[src/rtl/ov_yuv_capture.sv]
// Byte-serial YUV422 capture: frames the sensor stream on vsync/href and emits
// one luma byte per pixel strobe, with sticky line/frame geometry error flags.
module ov_yuv_capture #(
  parameter int WIDTH   = 640,
  parameter int HEIGHT  = 480,
  parameter bit Y_FIRST = 1'b1
) (
  input  logic        HCLK,
  input  logic        HRESETn,
  input  logic        vsync,
  input  logic        href,
  input  logic [7:0]  cam_data,
  input  logic        capture_en,
  output logic        pix_valid,
  output logic [7:0]  pix_y,
  output logic        frame_active,
  output logic        frame_done,
  output logic [11:0] line_count,
  output logic        line_err,
  output logic        frame_err
);

  localparam logic [11:0] LINE_BYTES = 12'(2 * WIDTH);
  localparam logic [11:0] LINES      = 12'(HEIGHT);

  typedef enum logic [1:0] {S_IDLE, S_ARM, S_SYNC, S_ACTIVE} state_t;

  state_t      state_q;
  logic        vsync_q, href_q;
  logic [11:0] byte_idx_q, byte_idx_d;
  logic [11:0] line_count_q;
  logic        extra_line_q;
  logic        pix_valid_q, frame_done_q, line_err_q, frame_err_q;
  logic [7:0]  pix_y_q;

  logic vs_rise, vs_fall, href_fall, is_luma, lines_full, pix_hit;

  always_comb begin
    vs_rise    = vsync & ~vsync_q;
    vs_fall    = ~vsync & vsync_q;
    href_fall  = ~href & href_q;
    is_luma    = (byte_idx_q[0] == ~Y_FIRST);
    lines_full = (line_count_q >= LINES);
    byte_idx_d = (byte_idx_q == 12'hFFF) ? byte_idx_q : byte_idx_q + 12'd1;
    // A vsync edge ends the frame immediately, so that cycle's byte is dropped.
    pix_hit    = (state_q == S_ACTIVE) & href & ~vs_rise & is_luma &
                 (byte_idx_q < LINE_BYTES) & ~lines_full;
  end

  always_ff @(posedge HCLK or negedge HRESETn) begin
    if (!HRESETn) begin
      state_q      <= S_IDLE;
      vsync_q      <= 1'b0;
      href_q       <= 1'b0;
      byte_idx_q   <= '0;
      line_count_q <= '0;
      extra_line_q <= 1'b0;
      pix_valid_q  <= 1'b0;
      pix_y_q      <= '0;
      frame_done_q <= 1'b0;
      line_err_q   <= 1'b0;
      frame_err_q  <= 1'b0;
    end else begin
      vsync_q      <= vsync;
      href_q       <= href;
      frame_done_q <= 1'b0;
      pix_valid_q  <= pix_hit;
      if (pix_hit) pix_y_q <= cam_data;

      case (state_q)
        S_IDLE: if (capture_en) state_q <= S_ARM;
        S_ARM:  if (vs_rise) state_q <= S_SYNC;
        S_SYNC: begin
          line_count_q <= '0;
          byte_idx_q   <= '0;
          extra_line_q <= 1'b0;
          if (vs_fall) state_q <= S_ACTIVE;
        end
        S_ACTIVE: begin
          if (vs_rise) begin
            frame_done_q <= 1'b1;
            if ((line_count_q != LINES) || extra_line_q) frame_err_q <= 1'b1;
            if (href) line_err_q <= 1'b1;
            byte_idx_q <= '0;
            state_q    <= capture_en ? S_SYNC : S_IDLE;
          end else if (href) begin
            byte_idx_q <= byte_idx_d;
          end else if (href_fall) begin
            byte_idx_q <= '0;
            if (!lines_full) begin
              line_count_q <= line_count_q + 12'd1;
              if (byte_idx_q != LINE_BYTES) line_err_q <= 1'b1;
            end else begin
              // Surplus lines leave line_count at HEIGHT; remember them for frame_err.
              extra_line_q <= 1'b1;
            end
          end
        end
        default: state_q <= S_IDLE;
      endcase
    end
  end

  assign pix_valid    = pix_valid_q;
  assign pix_y        = pix_y_q;
  assign frame_active = (state_q == S_ACTIVE);
  assign frame_done   = frame_done_q;
  assign line_count   = line_count_q;
  assign line_err     = line_err_q;
  assign frame_err    = frame_err_q;

endmodule

[config.mk]
export PLATFORM = sky130hd
export DESIGN_NAME = ov_yuv_capture
export DESIGN_NICKNAME = d
export VERILOG_FILES = /design/src/rtl/ov_yuv_capture.sv
export SDC_FILE = /design/constraint.sdc
export NUM_CORES = 1
export LEC_CHECK = 0
export BUFFER_PORTS_ARGS = -buffer_cell sky130_fd_sc_hd__clkbuf_2
export CAP_MARGIN = 20
export CORE_ASPECT_RATIO = 0.75
export CORE_MARGIN = 4
export CORE_UTILIZATION = 55
export DETAILED_ROUTE_END_ITERATION = 10
export PLACE_DENSITY = 0.77
export SKIP_LAST_GASP = 1
export SLEW_MARGIN = 10
export SYNTH_ARGS = -nofsm -noshare
export SYNTH_HDL_FRONTEND = slang
export SYNTH_SLANG_ARGS = --single-unit
[constraint.sdc]
create_clock -name HCLK -period 2.2 [get_ports HCLK]
set_input_delay 0.33 -clock HCLK [delete_from_list [all_inputs] [get_ports HCLK]]
set_output_delay 0.33 -clock HCLK [all_outputs]
set_load 0.005 [all_outputs]
==> summary.txt <==
Pwr
  – Proportion of total power due to net switching: 32.9%
  – Clock power frac: 26.7%
  – Areal power density over the cells: 962 nW/um2
  – Peak supply drop: 690 uV
  – Net switching power: 0.771 mW
  – Cell Int Power: 1.57 mW
  – Sequential group share of total power: 42.9%
  – Combinational group share of total power: 30.5%
  – P_leak: 1.09 nW

STA
  – Worst Max-Slew Pin Slew: 560 ps
  – Max-Slew Margin vs Limit: 62.5%
  – Number of failing hold endpoints at the final stage: 0
  – Setup_tns: 0 ps
  – RSZ-0062 raised after global routing: no
  – Final count of negative-setup-slack endpoints: 0
  – Share of the clock period used by the worst path: 91.2%
  – FMAX: 498 MHz
  – Clock skew: 4.20 ps
  – Post-layout minimum cycle time: 2010 ps
  – Slew Viols, Final: 0

Outcome
  – Result of the run: complete, no violations

Clock tree
  – Number of buffers on the longest clock path: 2
  – Clock sinks: 41
  – Number of buffers inserted by post-CTS setup repair: 0
  – Number of buffers created by CTS: 5
  – CTS Root Buffer Type: clkbuf_8
  – H-tree lvl count: 2
  – Clock tree from TritonCTS: done
  – Clock Latency Late Sink: 290 ps
  – Post-CTS resize count: 0
  – Clk pin slew, worst setup/hold paths: 80 ps

Routing
  – Number of search-and-repair iterations in the first detailed-routing pass: 4
  – DRT Wirelength: 4770 um
  – Antenna viol nets, final: 0
  – Total via count in the routed design: 1736
  – Post-detailed-route wirelength per cell: 16.1 um
  – Drt via density: 5.86
  – Number of DRC violations after detailed-routing iteration 0: 114
  – DRC violations left: 0

Worst setup path
  – Required arrival time at the worst endpoint: 2380 ps
  – Family with the most delay on the worst path: simple AND/OR/NAND/NOR gates
  – Setup slack, reg-to-reg: 190 ps
  – Crit path buffers/inverters: 1
  – CP arrival: 2190 ps
  – Endpoint kind of the worst setup timing path: flip-flop
  – Startpoint kind of the worst setup timing path: flip-flop
  – Crit Path Category: reg -> reg
  – Delay of the slowest cell on the worst path: 520 ps
  – Critical path fanouts, max: 9
  – List of cells traversed by the critical path: nand2_1 -> inv_1 -> and3_1 -> and4_1 -> mux2_2
  – Critical-path cell with the highest stage delay: dfrtp_1

Die
  – Die height: 60.5 um
  – Initial core utilization: 59.4%
  – Core Footprint: 3400 um2
  – Standard-cell rows: 18
  – Num ports: 38
  – Die Width: 78.0 um
  – Die Outline Area: 4720 um2

Placed design
  – Global placer's final weighted congestion: 0.861
  – IO buf count: 37
  – DP HPWL: 3610 um
  – Post-placement cell count: 287

Cells and area
  – Finished Layout Cells: 296
  – Nets: 261
  – Ratio of cells with drive above 1 in the final layout: 26.4%
  – Synth-to-layout area growth: 20.5%
  – Antenna diode count: 0
  – Register cell area after layout: 1030 um2
  – Fillers: 279
  – Multi-input logic area: 956 um2

Logic synthesis
  – Number of standard cells after synthesis: 197
  – Cell area after synthesis: 2020 um2
  – Total of flip-flops plus latches after synthesis: 41
  – Mean Syn Cell Area: 10.3 um2
  – Register area share after synthesis: 50.8%
  – Synthesized Nets: 213
  – Warnings from Yosys: 0
  – Cell variety after synth: 41

Global routing
  – Wire length of the first global-routing pass: 7960 um
  – GRT Residual Overflow: 0
  – Initial antenna violation count: 0
  – Maximum number of pins on one net before global-route repair: 30
  – Global router's overall resource usage: 22.0%
  – Number of global-route vias before repair: 1653

Min path
  – Class of the tightest hold or removal check: in -> reg

Run
  – Max capacitance violation total: 0
[worst paths after layout]
kind                                        start                        end  cells after the start
max in group asynchronous                 HRESETn  line_count[8]$_DFFE_PN0P_                      3
hold reg to reg              line_err$_DFFE_PN0P_       line_err$_DFFE_PN0P_                      1
min in group asynchronous                 HRESETn  line_count[2]$_DFFE_PN0P_                      2
setup / recovery           state_q[1]$_DFFE_PN0P_       pix_y[3]$_DFFE_PN0P_                      5
hold / removal                              vsync          vsync_q$_DFF_PN0_                      1
setup reg to reg           state_q[1]$_DFFE_PN0P_       pix_y[3]$_DFFE_PN0P_                      5
[routing by layer]
metal / up-vias / wire length (um) / GRT usage [%] / share of wire (%)
met5: - / 0 / 0 / 0
met4: 0 / 76 / 8.73 / 1.6
met1: 825 / 2200 / 30.2 / 46
li1: 832 / - / - / -
met2: 70 / 2130 / 33.9 / 45
met3: 9 / 374 / 5.64 / 7.8
[stage by stage]
stage | util, % | setup WS (ps) | hold WS, ps | area (um2) | total power, mW
2_1_floorplan | - | 382 | 34.4 | 2020 | 1.40
4_1_cts | 71.6 | 183 | 189 | 2430 | 2.36
3_5_place_dp | 67.8 | 197 | 235 | 2300 | 1.73
3_3_place_gp | 67.8 | 288 | 234 | 2300 | 1.69
6_report | 71.6 | 193 | 195 | 2430 | 2.34
5_1_grt | 71.6 | 28.4 | 196 | 2430 | 2.49
[cells by family (layout without fill, tap and decap cells)]
family                     after synthesis  after routing  synth area share, %
buffers and inverters                   10             59                 1.92
muxes                                    9              9                 5.02
DFF                                     41             41                 50.8
adders and majority gates                3              3                 1.86
and+or+nand+nor                         95             95                 26.6
AOI/OAI and AO/OA                       37             37                 12.9
xor gates and xnor gates                 2              2                0.867
[cells in the final DEF, fill, tap and decap left out, types with 3 or more instances in the layout]
cell type / synthesis / final
and2_1: 5 / 5
clkbuf_8: 0 / 6
o21ai_0: 11 / 11
or4_1: 3 / 3
nand2b_1: 5 / 5
dfrtp_1: 41 / 41
nor2_1: 14 / 14
nor3_1: 7 / 7
buf_4: 0 / 7
mux2_2: 9 / 9
a21oi_1: 7 / 7
nand3_1: 11 / 11
nor4b_1: 3 / 3
nand2_1: 16 / 16
or3_1: 6 / 6
ha_1: 3 / 3
nand4_1: 7 / 7
inv_1: 6 / 6
a311o_1: 4 / 4
nor2b_1: 5 / 5
clkbuf_2: 0 / 37
o31ai_1: 3 / 3
and4_1: 4 / 4
[state kept, by name (all words and copies together) (netlist names), 2 cells and up]
signal      flops
byte_idx_q     12
state_q         2
pix_y           8
line_count     12
[layout make-up]
class / instances / area share, %
clock inverters: 2 / 1.54
inverters: 6 / 0.925
flip-flops and latches: 41 / 42.1
clock buffers: 6 / 3.39
multi-input cells: 146 / 39.3
well taps: 50 / 2.57
repair buffers: 45 / 10.2
[timing repair]
item,4_1_cts,5_1_grt
hold endpoints to repair,12,0
endpoints found under the setup margin,0,0
hold buffers,1,0
[synth_stat cells]
master | number | area, um2
or3b_4 | 1 | 11.3
nand2_1 | 16 | 60.1
o31a_1 | 1 | 8.76
mux2_2 | 9 | 101
or4_1 | 3 | 22.5
and4_1 | 4 | 35.0
and3_1 | 2 | 12.5
o311ai_0 | 1 | 8.76
xnor2_1 | 2 | 17.5
a31oi_1 | 1 | 6.26
and2_1 | 5 | 31.3
o21a_1 | 1 | 7.51
o21bai_1 | 1 | 7.51
a21o_1 | 1 | 7.51
dfrtp_1 | 41 | 1030
nand4bb_1 | 1 | 11.3
and2b_2 | 1 | 8.76
buf_2 | 1 | 5.00
or3_1 | 6 | 37.5
a22oi_1 | 1 | 7.51
nand4_1 | 7 | 43.8
inv_1 | 6 | 22.5
nor3_1 | 7 | 35.0
nor4_1 | 2 | 12.5
nor4b_1 | 3 | 26.3
o211ai_1 | 2 | 15.0
nand3_1 | 11 | 55.1
o31ai_1 | 3 | 22.5
a32o_1 | 1 | 10.0
nor2_1 | 14 | 52.6
a311o_1 | 4 | 40.0
a32oi_1 | 1 | 8.76
nand2b_1 | 5 | 31.3
nor2b_1 | 5 | 31.3
a21oi_1 | 7 | 35.0
o31ai_4 | 1 | 21.3
o21ai_0 | 11 | 55.1
nor3b_1 | 1 | 7.51
clkbuf_1 | 3 | 11.3
nor4_2 | 1 | 12.5
ha_1 | 3 | 37.5
[power by group through the flow]
stage	Sequential, mW	Clock, mW	Combinational, mW
global placement	1.01	0	0.685
detailed placement	1.02	0	0.712
finish	1.00	0.625	0.713
CTS	1.00	0.638	0.716
floorplan	0.991	0	0.404
global route	1.03	0.675	0.792
(Power assumes the default switching activity.)
